`config.mk`:
```
export PLATFORM = sky130hd
export DESIGN_NAME = game_ctrl
export DESIGN_NICKNAME = d
export VERILOG_FILES = /design/src/rtl/game_ctrl.sv
export SDC_FILE = /design/constraint.sdc
export NUM_CORES = 1
export LEC_CHECK = 0
export CAP_MARGIN = 30
export CORE_AREA = 2 2 56 58
export DETAILED_ROUTE_END_ITERATION = 8
export DIE_AREA = 0 0 58 60
export GPL_ROUTABILITY_DRIVEN = 0
export PLACE_DENSITY = 0.61
export SLEW_MARGIN = 20
export SYNTH_ARGS = -nofsm -noshare
export SYNTH_HDL_FRONTEND = slang
export SYNTH_SLANG_ARGS = --single-unit
```
`constraint.sdc`:
```
create_clock -name clk -period 1.7 [get_ports clk]
set_input_delay 0.17 -clock clk [delete_from_list [all_inputs] [get_ports clk]]
set_output_delay 0.17 -clock clk [all_outputs]
set_load 0.02 [all_outputs]
```
`src/rtl/game_ctrl.sv`:
```
// Breakout game sequencer: state, lives, serve delay and motion gating; all outputs registered, one-cycle latency.
// Optional pause feature compiled in with `GAME_PAUSE_EN`.
module game_ctrl #(
  parameter int LIVES        = 3,
  parameter int SERVE_FRAMES = 60
) (
  input  logic       clk,
  input  logic       rst,
  input  logic       frame_tick,
  input  logic       start,
  input  logic       pause,
  input  logic       ball_lost,
  input  logic       brick_hit,
  input  logic       bricks_clear,
  output logic [2:0] state,
  output logic       run_en,
  output logic       serve,
  output logic       score_inc,
  output logic       score_clr,
  output logic [1:0] lives,
  output logic       game_over,
  output logic       win
);

  localparam int CW = (SERVE_FRAMES > 1) ? $clog2(SERVE_FRAMES) : 1;
  localparam logic [CW-1:0] CNT_LAST = CW'(SERVE_FRAMES - 1);

  typedef enum logic [2:0] {
    S_IDLE   = 3'd0,
    S_SERVE  = 3'd1,
    S_PLAY   = 3'd2,
    S_PAUSED = 3'd3,
    S_OVER   = 3'd4,
    S_WIN    = 3'd5
  } state_t;

  state_t        st;
  logic [CW-1:0] cnt;
  logic          start_q;
  logic          start_edge;

  assign start_edge = start & ~start_q;
  assign state      = st;

`ifdef GAME_PAUSE_EN
  logic pause_q;
  logic pause_edge;
  assign pause_edge = pause & ~pause_q;

  always_ff @(posedge clk or negedge rst) begin
    if (!rst) pause_q <= 1'b0;
    else      pause_q <= pause;
  end
`else
  logic unused_pause;
  assign unused_pause = pause;
`endif

  always_ff @(posedge clk or negedge rst) begin
    if (!rst) begin
      st        <= S_IDLE;
      cnt       <= '0;
      lives     <= 2'(LIVES);
      start_q   <= 1'b0;
      run_en    <= 1'b0;
      serve     <= 1'b0;
      score_inc <= 1'b0;
      score_clr <= 1'b0;
      game_over <= 1'b0;
      win       <= 1'b0;
    end else begin
      start_q   <= start;
      serve     <= 1'b0;
      score_inc <= 1'b0;
      score_clr <= 1'b0;
      case (st)
        S_IDLE, S_OVER, S_WIN: begin
          if (start_edge) begin
            st        <= S_SERVE;
            cnt       <= '0;
            lives     <= 2'(LIVES);
            serve     <= 1'b1;
            score_clr <= 1'b1;
            game_over <= 1'b0;
            win       <= 1'b0;
          end
        end
        S_SERVE: begin
          if (frame_tick) begin
            if (cnt == CNT_LAST) begin
              st     <= S_PLAY;
              cnt    <= '0;
              run_en <= 1'b1;
            end else begin
              cnt <= cnt + 1'b1;
            end
          end
        end
        S_PLAY: begin
          // Scoring is independent of whatever transition happens this cycle.
          score_inc <= brick_hit;
          if (bricks_clear) begin
            st     <= S_WIN;
            run_en <= 1'b0;
            win    <= 1'b1;
          end else if (ball_lost && lives <= 2'd1) begin
            st        <= S_OVER;
            lives     <= 2'd0;
            run_en    <= 1'b0;
            game_over <= 1'b1;
          end else if (ball_lost) begin
            st     <= S_SERVE;
            lives  <= lives - 2'd1;
            serve  <= 1'b1;
            cnt    <= '0;
            run_en <= 1'b0;
          end
`ifdef GAME_PAUSE_EN
          else if (pause_edge) begin
            st     <= S_PAUSED;
            run_en <= 1'b0;
          end
`endif
        end
`ifdef GAME_PAUSE_EN
        S_PAUSED: begin
          if (pause_edge) begin
            st     <= S_PLAY;
            run_en <= 1'b1;
          end
        end
`endif
        default: begin
          st        <= S_IDLE;
          cnt       <= '0;
          run_en    <= 1'b0;
          game_over <= 1'b0;
          win       <= 1'b0;
        end
      endcase
    end
  end

endmodule

```
==> metrics.md <==
| Metric | Value |
|---|---|
| CP Class | `register to register` |
| Hold Crit Class | `primary input to asynchronous set/reset pin` |
| Worst hold margin | `196 ps` |
| Starting density of the core | `33.8%` |
| Setup WS post-layout | `-76.6 ps` |
| Worst setup SP type | `register` |
| Crit path max fanout | `7` |
| Hold Violations, Final | `0` |
| Vias in the first global route | `900` |
| Largest net degree at the start of global routing | `19` |
| Post-synthesis cell type count | `42` |
| Status | `complete, but fails checks` |
| Worst-path clk slew | `110 ps` |
| Crit path from | `lives[1]` |
| First-pass GRT wire length | `between 4 and 5 mm` |
| TritonCTS buffer count | `3` |
| Cells taking the most area after synthesis | `dfrtp_1 (41%), dfstp_2 (5.4%), a21oi_1 (3.6%)` |
| Overall die width | `58 um` |
| Diode count | `0` |
| Clock share of power | `~17%` |
| RSZ-0062 raised after global routing | `yes` |
| Pre-antenna DRT Iters | `4` |
| Data required, critical path | `1890 ps` |
| Relative slew slack | `78.4%` |
| Area Growth Syn to Fin | `51.3%` |
| Asr flop ratio synth | `100%` |
| Clk_skew | `3.66 ps` |
| Worst Tran Pin Value | `322 ps` |
| Final worst-path cycle share | `105%` |
| Max clock buf depth | `2` |
| Final Critical Period | `around 1800 ps` |
| Number of remaining DRC errors | `0` |
| Yosys reg bits | `18` |
| Primary FF master, synth | `dfrtp_1` |
| Sequential area share after synthesis | `46.2%` |
| DR vias | `880` |
| Vias per cell | `roughly 5.1` |
| Largest area contributor in the netlist | `dfrtp_1` |
| Syn Nets | `101` |
| Synth warn | `0` |
| Port Buf Inserts | `17` |
| Synthesized area | `roughly 980 um^2` |
| # hold bufs at CTS | `0` |
| Die area | `3480 um^2` |
| Int Pwr | `1.04 mW` |
| Total power | `1.60 mW` |
| Critical Path Sink Type | `register` |
| Total track usage | `between 10% and 20%` |
| Pins Over Slew Limit | `0` |
| Area fraction of the dominant cell type after synthesis | `40.8%` |
| Static leakage | `0.691 nW` |
| Htree depth | `1` |
| Inst Count DP | `roughly 170` |
| Synthesized area per cell | `10.8 um^2` |
| Power per cell area | `1080 nW/um^2` |
| Worst Path Arrival | `1970 ps` |
| Gr ovfl total | `0` |
| TritonCTS clock tree | `built` |
| Non-Filler Instances | `between 150 and 200` |
| Rows | `20` |
| Wire per inst | `13.7 um` |
| Post-synth EDFFs | `0` |
| Total of max-cap violations | `0` |
| Final nets | `151` |
| Combinational power share | `50.6%` |
| Share of cells above drive strength 1 | `45.0%` |
| Clock tree sinks | `18` |
| Net Switching | `554 uW` |
| Die Y-Extent | `60 um` |
| Violated checks | `setup timing` |
| Clock Tree Root | `clkbuf_4` |
| Setup violators final | `4` |
| Number of I/O pins | `19` |
| Worst vdd ir | `roughly 0.56 mV` |
| Estimated wirelength of the detail-placed design | `1.80 mm` |
| DR iter-0 viols | `21` |
| DRT Wirelength | `between 2 and 2.5 mm` |
| Flop pwr share | `roughly 32%` |
| Max Fclk | `0.563 GHz` |
| Antenna-violating nets left | `0` |
| Initial antenna violation count | `0` |
| Worst-Skew Late Latency | `~300 ps` |
| Core ar. | `2900 um^2` |
| Sw frac | `between 30% and 40%` |
| Cells after synthesis | `91` |
| R2R Path Start | `lives[1]` |
synth_stat cells (2+ instances only):
| library cell | instances |
|---|---|
| dfrtp_1 | 16 |
| a21oi_1 | 7 |
| inv_1 | 7 |
| nand2_1 | 6 |
| nor2_1 | 4 |
| o21ai_1 | 4 |
| nand3_1 | 3 |
| a211oi_1 | 2 |
| buf_6 | 2 |
| dfstp_2 | 2 |
| ha_1 | 2 |
| nand2b_1 | 2 |
| nor3b_2 | 2 |
| o21ai_0 | 2 |
| o2bb2ai_1 | 2 |
| o31ai_1 | 2 |
power groups by stage:
stage / clock network, mW / logic [mW] / registers (mW)
floorplan: 0 / 0.381 / 0.554
global placement: 0 / 0.694 / 0.523
detailed placement: 0 / 0.711 / 0.526
CTS: 0.280 / 0.752 / 0.517
global route: 0.289 / 0.871 / 0.527
finish: 0.272 / 0.807 / 0.517
kinds of logic (layout without fill, tap and decap cells):
logic type | after synthesis | after routing | share of synthesized area (%)
mux | 3 | 3 | 3.70
simple gates | 30 | 30 | 20.8
buf+inv | 9 | 58 | 4.97
flops | 18 | 18 | 46.2
compound gates | 29 | 29 | 21.8
fa+ha+maj | 2 | 2 | 2.55
worst max-delay path: stages, from the launching register on:
cell,delay (ps)
dfstp_2,560
inv_2,50
ha_4,150
and4bb_2,330
o22ai_4,120
a211o_1,240
a22o_1,230
sequential cells by signal, indices dropped and copies added, names as in the netlist:
name       cells
serve          1
start_q        1
score_inc      1
cnt            6
run_en         1
state          3
game_over      1
lives          2
score_clr      1
win            1
routing by layer:
metal	routed length (um)	global-route usage, %	share of wire [%]	vias to the layer above
li1	-	-	-	435
met4	42	4.98	1.8	0
met5	0	0	0	-
met3	94	2.16	4.0	6
met2	1200	26.6	51	23
met1	1030	19.1	44	416
cell usage in the layout (no fill, tap or decap), drive strengths merged, types with 3 or more instances in the layout:
cell,Yosys,layout
o21ai,6,6
clkbuf,0,4
nand3,3,3
buf,2,30
nor2,4,4
a21oi,8,8
inv,7,7
dfrtp,16,16
nand2,6,6
clkdlybuf4s50,0,15
final cells by class:
type | count | area, um^2
flip-flops and latches | 18 | 455
repair buffers | 47 | 397
multi-input cells | 64 | 528
clock buffers | 4 | 36.3
well taps | 33 | 41.3
fillers | 260 | 1420
inverters | 7 | 26.3
worst paths after layout:
path	endpoint	slack, ps	cells past startpoint
max	cnt[4]	-80	6
min	score_inc	200	2
max reg2reg	cnt[4]	-80	6
min reg2reg	cnt[5]	540	2
max in group asynchronous	lives[0]	1250	2
min in group clk	start_q	340	1
timing repair:
item | CTS | global route
resized for setup | 6 | 7
setup endpoints to repair | 8 | 7
setup buffers | 2 | 2
pin swaps | 3 | 3
per-stage QoR:
step | setup slack (ps) | utilization, % | area [um^2] | TNS, ps
detailed placement | -128 | 47.2 | 1370 | -412
finish | -76.6 | 51.1 | 1480 | -183
floorplan | -112 | - | 986 | -265
global route | -117 | 51.1 | 1480 | -475
global placement | -80.9 | 47.2 | 1370 | -222
CTS | -52.5 | 49.6 | 1440 | -147
Power figures use the tool's default switching activity.
